**src/rtl/ifu_inst_buffer.sv**
```systemverilog
// Instruction fetch buffer: first-word-fall-through FIFO of {inst, addr, pred}
// sitting between fetch and decode; a flush discards everything queued.
module ifu_inst_buffer #(
  parameter int unsigned INST_DATA_WIDTH = 32,
  parameter int unsigned INST_ADDR_WIDTH = 32,
  parameter int unsigned DEPTH           = 4,
  parameter logic [INST_DATA_WIDTH-1:0] NOP_INST = 32'h0000_0013
) (
  input  logic                       clk,
  input  logic                       rst,
  input  logic                       flush_i,
  input  logic                       fetch_valid_i,
  output logic                       fetch_ready_o,
  input  logic [INST_DATA_WIDTH-1:0] fetch_inst_i,
  input  logic [INST_ADDR_WIDTH-1:0] fetch_addr_i,
  input  logic                       fetch_pred_i,
  input  logic                       dec_ready_i,
  output logic                       inst_valid_o,
  output logic [INST_DATA_WIDTH-1:0] inst_o,
  output logic [INST_ADDR_WIDTH-1:0] inst_addr_o,
  output logic                       is_pred_branch_o,
  output logic [$clog2(DEPTH):0]     count_o
);

  localparam int unsigned IDX_W = $clog2(DEPTH);
  localparam int unsigned PTR_W = IDX_W + 1;

  logic [PTR_W-1:0] wr_ptr_q, wr_ptr_d;
  logic [PTR_W-1:0] rd_ptr_q, rd_ptr_d;

  logic [INST_DATA_WIDTH-1:0] inst_q [DEPTH];
  logic [INST_ADDR_WIDTH-1:0] addr_q [DEPTH];
  logic                       pred_q [DEPTH];

  logic [IDX_W-1:0] wr_idx, rd_idx;
  logic             empty, full, push, pop;

  assign wr_idx = wr_ptr_q[IDX_W-1:0];
  assign rd_idx = rd_ptr_q[IDX_W-1:0];

  // The extra pointer MSB separates "full" from "empty" when indices match.
  assign empty = (wr_ptr_q == rd_ptr_q);
  assign full  = (wr_ptr_q[IDX_W] != rd_ptr_q[IDX_W]) && (wr_idx == rd_idx);

  assign fetch_ready_o = !full;
  assign inst_valid_o  = !empty;
  assign push          = fetch_valid_i && fetch_ready_o && !flush_i;
  assign pop           = inst_valid_o && dec_ready_i && !flush_i;
  assign count_o       = wr_ptr_q - rd_ptr_q;

  always_comb begin
    wr_ptr_d = wr_ptr_q;
    rd_ptr_d = rd_ptr_q;
    if (flush_i) begin
      wr_ptr_d = '0;
      rd_ptr_d = '0;
    end else begin
      if (push) wr_ptr_d = wr_ptr_q + PTR_W'(1);
      if (pop)  rd_ptr_d = rd_ptr_q + PTR_W'(1);
    end
  end

  always_ff @(posedge clk or posedge rst) begin
    if (rst) begin
      wr_ptr_q <= '0;
      rd_ptr_q <= '0;
    end else begin
      wr_ptr_q <= wr_ptr_d;
      rd_ptr_q <= rd_ptr_d;
    end
  end

  // Payload storage is deliberately left unreset; the pointers alone define validity.
  always_ff @(posedge clk) begin
    if (push) begin
      inst_q[wr_idx] <= fetch_inst_i;
      addr_q[wr_idx] <= fetch_addr_i;
      pred_q[wr_idx] <= fetch_pred_i;
    end
  end

  assign inst_o           = empty ? NOP_INST : inst_q[rd_idx];
  assign inst_addr_o      = empty ? '0 : addr_q[rd_idx];
  assign is_pred_branch_o = empty ? 1'b0 : pred_q[rd_idx];

endmodule

```
**config.mk**
```make
export PLATFORM = sky130hd
export DESIGN_NAME = ifu_inst_buffer
export DESIGN_NICKNAME = d
export VERILOG_FILES = /design/src/rtl/ifu_inst_buffer.sv
export SDC_FILE = /design/constraint.sdc
export NUM_CORES = 1
export LEC_CHECK = 0
export BUFFER_PORTS_ARGS = -buffer_cell sky130_fd_sc_hd__buf_2
export CELL_PAD_IN_SITES_DETAIL_PLACEMENT = 0
export CELL_PAD_IN_SITES_GLOBAL_PLACEMENT = 1
export CORE_ASPECT_RATIO = 1.25
export CORE_MARGIN = 2
export CORE_UTILIZATION = 45
export DETAILED_ROUTE_END_ITERATION = 8
export GPL_ROUTABILITY_DRIVEN = 0
export PLACE_DENSITY = 0.83
export RECOVER_POWER = 100
export REMOVE_ABC_BUFFERS = 1
export SYNTH_ARGS = -nofsm -noshare
export SYNTH_HDL_FRONTEND = slang
export SYNTH_SLANG_ARGS = --single-unit
```
**constraint.sdc**
```tcl
create_clock -name clk -period 3.45 [get_ports clk]
set_clock_uncertainty 0.15 [all_clocks]
set_input_delay 0.345 -clock clk [delete_from_list [all_inputs] [get_ports clk]]
set_output_delay 0.345 -clock clk [all_outputs]
set_load 0.02 [all_outputs]
```
# --- Word level (Yosys, flattened, before mapping) ---
# Memory sizes are Yosys's and may differ from the RTL's.
# Cells that the tools add are included.
classes:
  addsub: 3
  n_eq_ne: 3
  mux: 9
  reduce_logical: 10
op_table:
  columns: ["op", "count"]
  rows:
  - ["$mux 32", 2]
  - ["$mux 3", 4]
  - ["$add 3x1->3 const B", 2]
  - ["$logic_and 1x1->1", 5]
  - ["$reduce_bool 2->1", 2]
  - ["$eq 3x3->1", 1]
  - ["$logic_not 1->1", 3]
  - ["$mux 1", 3]
  - ["$sub 3x3->3", 1]
  - ["$eq 2x2->1", 1]
  - ["$ne 1x1->1", 1]
totals:
  register_bits: 6
  ram_bits: 260
  in_bits: 70
  output_inout_bits: 70
  wordCells: 30
  memories: 3
mem_list:
  columns: ["name", "depth", "word_bits", "rd", "rd_ports_with_merged_regs", "wr", "line", "source"]
  rows:
  - ["addr_q", 4, 32, 1, 0, 1, "32", "logic [INST_ADDR_WIDTH-1:0] addr_q [DEPTH];"]
  - ["inst_q", 4, 32, 1, 0, 1, "31", "logic [INST_DATA_WIDTH-1:0] inst_q [DEPTH];"]
  - ["pred_q", 4, 1, 1, 0, 1, "33", "logic pred_q [DEPTH];"]

# --- Logic depth before layout (Yosys ltp) ---
# Gate-level depths: netlist of the first run.
logic_depth:
  ltp_word: 7
  depth_mapped: 6

# --- Least setup slack after synthesis of the first run ---
# OpenSTA, ideal clock, no wires.
synth_timing:
  path_kind: "reg2reg"
  from: "register rd_ptr_q[1]"
  to: "memory addr_q[0][0], enable pin"
  arrival_ns: 2.955
  t_required_ns: 2.869
  path_slack_ns: -0.086
  stages_incl_launch_ff: 6
  n_path_buf: 0
  period_less_slack_ns: 3.536
  cell_sequence: "dfrtp_1 > inv_1 > ha_1 > nand2_1 > or2_2 > and4b_1"
synth_between:
  elab_chain_cells: 7
synth_lines:
  columns: ["element", "line", "source"]
  rows:
  - ["from (decl)", "29", "logic [PTR_W-1:0] rd_ptr_q, rd_ptr_d;"]
  - ["from (signal assigned)", "69", "rd_ptr_q <= rd_ptr_d;"]
  - ["$eq 2x2->1", "43", "assign full = (wr_ptr_q[IDX_W] != rd_ptr_q[IDX_W]) && (wr_idx == rd_idx);"]
  - ["$logic_and 1x1->1", "43", null]
  - ["$logic_not 1->1", "45", "assign fetch_ready_o = !full;"]
  - ["via fetch_ready_o", "13", "output logic fetch_ready_o,"]
  - ["$logic_and 1x1->1 (2 in a row)", "47", "assign push = fetch_valid_i && fetch_ready_o && !flush_i;"]
  - ["$mux 1", "75", "if (push) begin"]
  - ["$mux 1 (implied by the code)", "77", "addr_q[wr_idx] <= fetch_addr_i;"]
  - ["to (decl)", "32", null]
# The timed path passes the listed nets, and every way through them passes these cells.

# --- Worst setup path after layout of the first run ---
layout_timing:
  from: "register wr_ptr_q[0]"
  to: "memory inst_q[0][2], enable pin"
layout_between:
  elab_chain_cells: 7
layout_lines:
  columns: ["element", "line", "source"]
  rows:
  - ["from (decl)", "28", "logic [PTR_W-1:0] wr_ptr_q, wr_ptr_d;"]
  - ["from (signal assigned)", "68", "wr_ptr_q <= wr_ptr_d;"]
  - ["$eq 2x2->1", "43", null]
  - ["$logic_and 1x1->1", "43", null]
  - ["$logic_not 1->1", "45", null]
  - ["$logic_and 1x1->1 (2 in a row)", "47", null]
  - ["$mux 1", "75", null]
  - ["$mux 1 (implied by the code)", "76", "inst_q[wr_idx] <= fetch_inst_i;"]
  - ["to (decl)", "31", null]
# Several ways; a longest one is shown, not always the timed one.

==> results.md, run 1 <==
- Avg Vias per Cell: 5.22
- Outcome: finished with violations
- Filler cells: 1768
- Setup CP Type: flop to flop
- Diodes inserted: 0
- Layout cells sized above 1: 0.208
- P per Cell Area: 868 nW/um2
- Die Width: 140 um
- Routed WL: 19500 um
- Slew headroom: 0.326
- Hold Crit Class: primary input to flop
- Num rows: 62
- Area growth, synth to finish: 23.4%
- Cell area after synthesis: 10400 um2
- H-tree levels: 1
- Largest net degree at the start of global routing: 70
- Core area: 22900 um2
- CTS Buf Count: 26
- Clock Tree Buf Depth: 3
- Maximum clock frequency: 319 MHz
- Largest family of logic cells by synthesized area: multiplexers
- Worst-margin pin slew: 1.01 ns
- Worst skew pair latency: 0.51 ns
- Yosys Warn Count: 0
- Fin. max-slew vios: 0
- Clock transition at path regs: 0.06 ns
- Overall Global Routing Usage: 0.162
- Complex-gate fraction of the synthesized area: 0.00564
- Max-Cap Viols: 0
- Final core utilization: 0.562
- Post-synthesis xor/xnor area fraction: 0.00168
- Synth cell types: 34
- WL/cell: 19.4 um
- Post-route antenna net violation count: 0
- Final setup viols: 0
- Mux contribution to synthesized area: 0.140
- Initial DRC Count: 366
- Via Count: 5259
- Syn_area_per_cell: 21.8 um2
- Min cycle time layout: 3.14 ns
- Dpl hpwl: 11700 um
- Setup crit end kind: flop
- CP arrival: 3.15 ns
- CTS tree: yes
- Sink Count: 266
- Die H: 174 um
- WP buf/inv: 2
- Violations in the final reports: DRC
- Simple-gate area share of the yosys netlist: 0.0597
- Nets: 778
- Critical Path Slowest Stage Cell: clkbuf_2
- CTS Root Cell: clkbuf_16
- Critical Path RT: 3.46 ns
- Initial core utilization: 0.455
- CP Cell Sequence: inv_1, ha_1, nand2_1, or2_2, and4b_4, clkbuf_2
- Initial antenna violation count: 0
- Vias in the first global route: 5723
- Critical path fanouts, max: 25
- 1st-pass router iterations: 9
- First-pass GRT wire length: 30700 um
- Crit-path max cell delay: 0.65 ns
- Power, Total: 11.2 mW
- RSZ-0062 raised after global routing: false
- Delay-heaviest family, CP: simple AND/OR/NAND/NOR gates
- Overflow after GRT: 0
- Post-route clock period utilization: 0.910
- I/O pin count: 140
- Buffer count from post-CTS setup fixing: 0
- Startpoint Class: flop
- Leak: 4.15 nW
- #FFs+latches synth: 266
- Final Hold Fails: 0
- Die Area: 24400 um2
- Sequential area share after synthesis: 0.764
- Synth Area in Adders: 0.0103
- VDD IR-drop max: 0.455 mV
- PortBufs: 139
- Mapped Cells: 478
- Drc violations: 7
## sequential cells by signal, indices dropped and copies added, names as in the netlist
| register | flops |
|---|---|
| addr_q | 128 |
| inst_q | 128 |
| pred_q | 4 |
| rd_ptr_q | 3 |
| wr_ptr_q | 3 |
## through the flow
stage / setup TNS, ns / area [um2] / worst slack [ns] / hold slack [ns] / instances
after floorplan: -735.32 / 10300 / -2.48 / -0.0140 / 453
after global placement: 0 / 11500 / 0.674 / 0.131 / 893
after CTS: 0 / 13100 / 0.124 / 0.0116 / 1008
after detailed placement: 0 / 11500 / 0.641 / 0.135 / 893
after global routing: 0 / 12900 / 0.133 / 0.0534 / 1008
final: 0 / 12900 / 0.310 / 0.0362 / 1008
## routing by layer
layer,GRT usage,wire length (um),up-vias
met5,0,0,-
met4,0.0434,333,0
li1,-,-,2396
met1,0.199,7720,2690
met3,0.0226,935,28
met2,0.300,10500,145
## kinds of logic after synthesis
kind of cell               after synthesis
AOI/OAI and AO/OA                        9
xor gates and xnor gates                 2
adders and majority gates                8
buffers and inverters                   32
DFF                                    266
muxes                                   65
and+or+nand+nor                         96
## cell usage in the layout, fill, tap and decap left out, types with 3 or more instances in the layout
cell,n
a21oi_1,3
a31oi_1,3
and2_0,22
and2_1,40
and3_4,3
buf_2,27
bufinv_16,5
clkbuf_1,122
clkbuf_16,26
clkbuf_2,6
clkinvlp_4,3
dfrtp_1,4
dlygate4sd3_1,67
edfxtp_1,260
ha_1,7
inv_1,6
inv_6,3
mux4_2,65
nand2_1,4
or2_1,3
or4_1,3
## Yosys cell counts
cell type,number,area share
or2_1,3,0.0018
nand4_1,2,0.0012
and3_1,5,0.0030
nand3_1,2,0.00096
or3_1,1,0.00060
a311oi_1,1,0.00084
or4_1,3,0.0022
a211o_1,1,0.00084
nand2_1,4,0.0014
nand4b_1,2,0.0017
clkbuf_1,14,0.0050
nor3_1,1,0.00048
o211ai_1,1,0.00072
nor4b_4,1,0.0023
or2_2,1,0.00060
buf_4,1,0.00072
fa_1,1,0.0019
a31oi_1,3,0.0018
inv_1,7,0.0025
nor4bb_1,1,0.00096
a21oi_1,3,0.0014
edfxtp_1,260,0.75
buf_2,5,0.0024
buf_12,3,0.0058
and2_1,62,0.037
nor2_1,2,0.00072
and4b_1,2,0.0019
xnor2_1,2,0.0017
buf_6,2,0.0022
ha_1,7,0.0084
nor3b_1,2,0.0014
nor2b_1,2,0.0012
dfrtp_1,6,0.014
mux4_2,65,0.14
## worst min-delay path, delay by kind of cell
family / cells / cell delay, ns
and+or+nand+nor: 2 / 0.15
buffers and inverters: 1 / 0.15
## worst paths after layout
| path | startpoint | to | slack (ns) | depth (start not counted) |
|---|---|---|---|---|
| setup / recovery | wr_ptr_q[0] | inst_q[0][2] | 0.31 | 6 |
| setup reg to reg | wr_ptr_q[0] | inst_q[0][2] | 0.31 | 6 |
| min in group asynchronous | rst | rd_ptr_q[1] | 0.15 | 3 |
| hold / removal | fetch_valid_i | wr_ptr_q[0] | 0.04 | 3 |
| hold reg to reg | wr_ptr_q[2] | wr_ptr_q[2] | 0.43 | 2 |
| max in group asynchronous | rst | rd_ptr_q[0] | 2.76 | 3 |
## repair_timing
item	in CTS	in global routing
endpoints found under the hold margin	268	0
hold buffers	67	0
resized for setup	0	2
setup endpoints to repair	0	29
## power by group
part | total (mW) | switching (mW) | internal, mW | leakage [nW]
Sequential | 3.94 | 0.0704 | 3.87 | 2.44
Clock | 2.96 | 1.16 | 1.80 | 0.436
Combinational | 4.26 | 2.68 | 1.58 | 1.28
## area by class of cell
type / count / area (um2) / share of cell area
Inverter: 7 / 28.8 / 0.00224
Clock buffer: 32 / 683 / 0.0531
Timing Repair Buffer: 219 / 1300 / 0.101
Multi-Input combinational cell: 180 / 2290 / 0.178
Sequential cell: 266 / 7970 / 0.619
Clock inverter: 16 / 233 / 0.0181
Tap cell: 288 / 360 / 0.0280
Power figures use the tool's default switching activity.
==> inputs of run 2 (changes only) <==
--- a/config.mk
+++ b/config.mk
@@ -17,4 +17,5 @@
 export RECOVER_POWER = 100
 export REMOVE_ABC_BUFFERS = 1
+export SLEW_MARGIN = 20
 export SYNTH_ARGS = -nofsm -noshare
 export SYNTH_HDL_FRONTEND = slang
==> constraint.sdc (replaced) <==
create_clock -name clk -period 3.45 [get_ports clk]
set_clock_uncertainty 0.15 [all_clocks]
set_input_delay 0.1725 -clock clk [delete_from_list [all_inputs] [get_ports clk]]
set_output_delay 0.1725 -clock clk [all_outputs]
set_load 0.02 [all_outputs]
==> run 2 against run 1 <==
Compared with the run above:
- fmax shrank 2.6%
- the run still ends with DRC left
- critical path type unchanged
- flip-flop and latch count is the same
- critical path depth shrank 2
- via count grew 1.5%
==> results.md, run 2 (synthesized netlist as in run 1, its figures left out) <==
- Overall Global Routing Usage: 0.161 (-0.000361)
- CTS tree: yes
- Sink Count: 266 (unchanged)
- Core area: 22900 um2 (unchanged)
- RSZ-0062 raised after global routing: false
- First-pass GRT wire length: 30700 um (about the same)
- Die Width: 140 um (unchanged)
- Initial DRC Count: 464 (+27%)
- Vias in the first global route: 5700 (-0.40%)
- P per Cell Area: 843 nW/um2 (-2.9%)
- Setup CP Type: flop to flop
- Violations in the final reports: DRC
- Layout cells sized above 1: 0.211 (+0.00227)
- I/O pin count: 140 (unchanged)
- Buffer count from post-CTS setup fixing: 0 (unchanged)
- Placed insts: 890 (-0.34%)
- Post-route clock period utilization: 0.935 (+0.0245)
- Final Hold Fails: 0 (unchanged)
- Final worst slack: 0.226 ns (-0.0845 ns)
- Setup crit end kind: flop
- Most frequent cells in the layout: edfxtp_1, clkbuf_1, dlygate4sd3_1
- Initial antenna violation count: 1 (+1)
- Worst-margin pin slew: 1.20 ns (+0.187 ns)
- Die Area: 24400 um2 (unchanged)
- Final setup viols: 0 (unchanged)
- 1st-pass router iterations: 9 (unchanged)
- Area growth, synth to finish: 22.5%
- VDD IR-drop max: 0.425 mV (-6.6%)
- Slew headroom: 0.201 (-0.125)
- Overflow after GRT: 0 (unchanged)
- H-tree levels: 1 (unchanged)
- Initial core utilization: 0.455 (unchanged)
- Nets: 777 (-0.13%)
- Non-Filler Instances: 1006 (-0.20%)
- Avg Vias per Cell: 5.31 (+1.7%)
- Routed WL: 19600 um (+0.64%)
- PortBufs: 139 (unchanged)
- CP arrival: 3.25 ns (+0.10 ns)
- Top flop regs: addr_q (128), inst_q (128), pred_q (4)
- Fin. max-slew vios: 0 (unchanged)
- Via Count: 5339 (+1.5%)
- Clock transition at path regs: 0.07 ns (about the same)
- Dpl hpwl: 11700 um (-0.48%)
- CTS Root Cell: clkbuf_16
- Commonest non-fill, non-tap cell in the layout: edfxtp_1
- Setup_tns: 0 ns (unchanged)
- Hold Crit Class: primary input to flop
- Min cycle time layout: 3.22 ns (+0.0845 ns)
- Startpoint Class: flop
- Num rows: 62 (unchanged)
- Leak: 4.15 nW (about the same)
- WL/cell: 19.5 um (+0.84%)
- Power, Total: 10.8 mW (-3.6%)
- Largest net degree at the start of global routing: 70 (unchanged)
- Clock Tree Buf Depth: 3 (unchanged)
- Critical Path RT: 3.48 ns (+0.02 ns)
- Max-Cap Viols: 0 (unchanged)
- Post-route antenna net violation count: 0 (unchanged)
- Post-CTS Resized: 0 (unchanged)
- Die H: 174 um (unchanged)
- Drc violations: 7 (unchanged)
- Filler cells: 1764 (-0.23%)
- Place WS: 0.645 ns (+0.00348 ns)
- CTS Buf Count: 24 (-7.7%)
- Maximum clock frequency: 310 MHz (-2.6%)
- Critical path fanouts, max: 28 (+12%)
- Worst skew pair latency: 0.51 ns (about the same)
- Outcome: finished with violations
## run 2: cell count changes in the layout (fill, tap and decap cells not counted), moves of 3 or more
cell	before	now
clkbuf_1	122	110
buf_2	27	33
dlygate4sd3_1	67	71
inv_6	3	0
clkinv_1	2	6
clkinvlp_4	3	0
bufinv_16	5	2
and3_2	0	3
clkinv_2	2	5
and3_4	3	0
## run 2: stage by stage
stage	util	instance area [um2]	hold WS (ns)
global placement	0.501	11500	-0.0448
finish	0.558	12800	0.302
detailed placement	0.501	11500	-0.0432
global route	0.558	12800	0.299
CTS	0.565	12900	0.236
floorplan	-	10300	-0.187
## run 2: repair_timing
item | CTS | global route
hold endpoints to repair | 272 | 0
hold buffers | 71 | 0
endpoints found under the setup margin | 0 | 0
## run 2: layer usage
layer | global-route usage | vias up | wire length [um]
met4 | 0.0446 | 0 | 324
met3 | 0.0248 | 25 | 910
met2 | 0.297 | 163 | 10600
li1 | - | 2391 | -
met1 | 0.198 | 2760 | 7800
met5 | 0 | - | 0
## run 2: area by class of cell
type / count / area (um2) / share of cell area
Sequential cell: 266 / 7970 / 0.624
Multi-Input combinational cell: 180 / 2280 / 0.178
Clock buffer: 30 / 633 / 0.0496
Clock inverter: 14 / 124 / 0.00970
Inverter: 7 / 26.3 / 0.00206
Timing Repair Buffer: 220 / 1380 / 0.108
Tap cell: 288 / 360 / 0.0282
Antenna cell: 1 / 2.50 / 0.000196
## run 2: path summary, 6_finish.rpt
kind                                  startpoint            end  slack (ns)  depth (start not counted)
worst max-delay path                 rd_ptr_q[2]  addr_q[3][25]        0.23                          4
worst min-delay path            fetch_addr_i[24]  addr_q[2][24]        0.30                          2
worst max register to register       rd_ptr_q[2]  addr_q[3][25]        0.23                          4
worst min register to register       wr_ptr_q[2]    wr_ptr_q[2]        0.45                          2
max in group asynchronous                    rst    rd_ptr_q[1]        2.39                          4
min in group asynchronous                    rst    rd_ptr_q[0]        0.53                          4
## run 2: worst max-delay path, cell delays in order (launching register included)
cell and delay [ns]:
dfrtp_1 0.42, xnor2_1 0.74, or2_2 0.31, and3_2 0.73, buf_4 0.50
## run 2: power breakdown
part	leakage (nW)	switching, mW	internal (mW)
registers	2.44	0.0692	3.87
logic	1.34	2.67	1.61
clock network	0.373	1.09	1.45
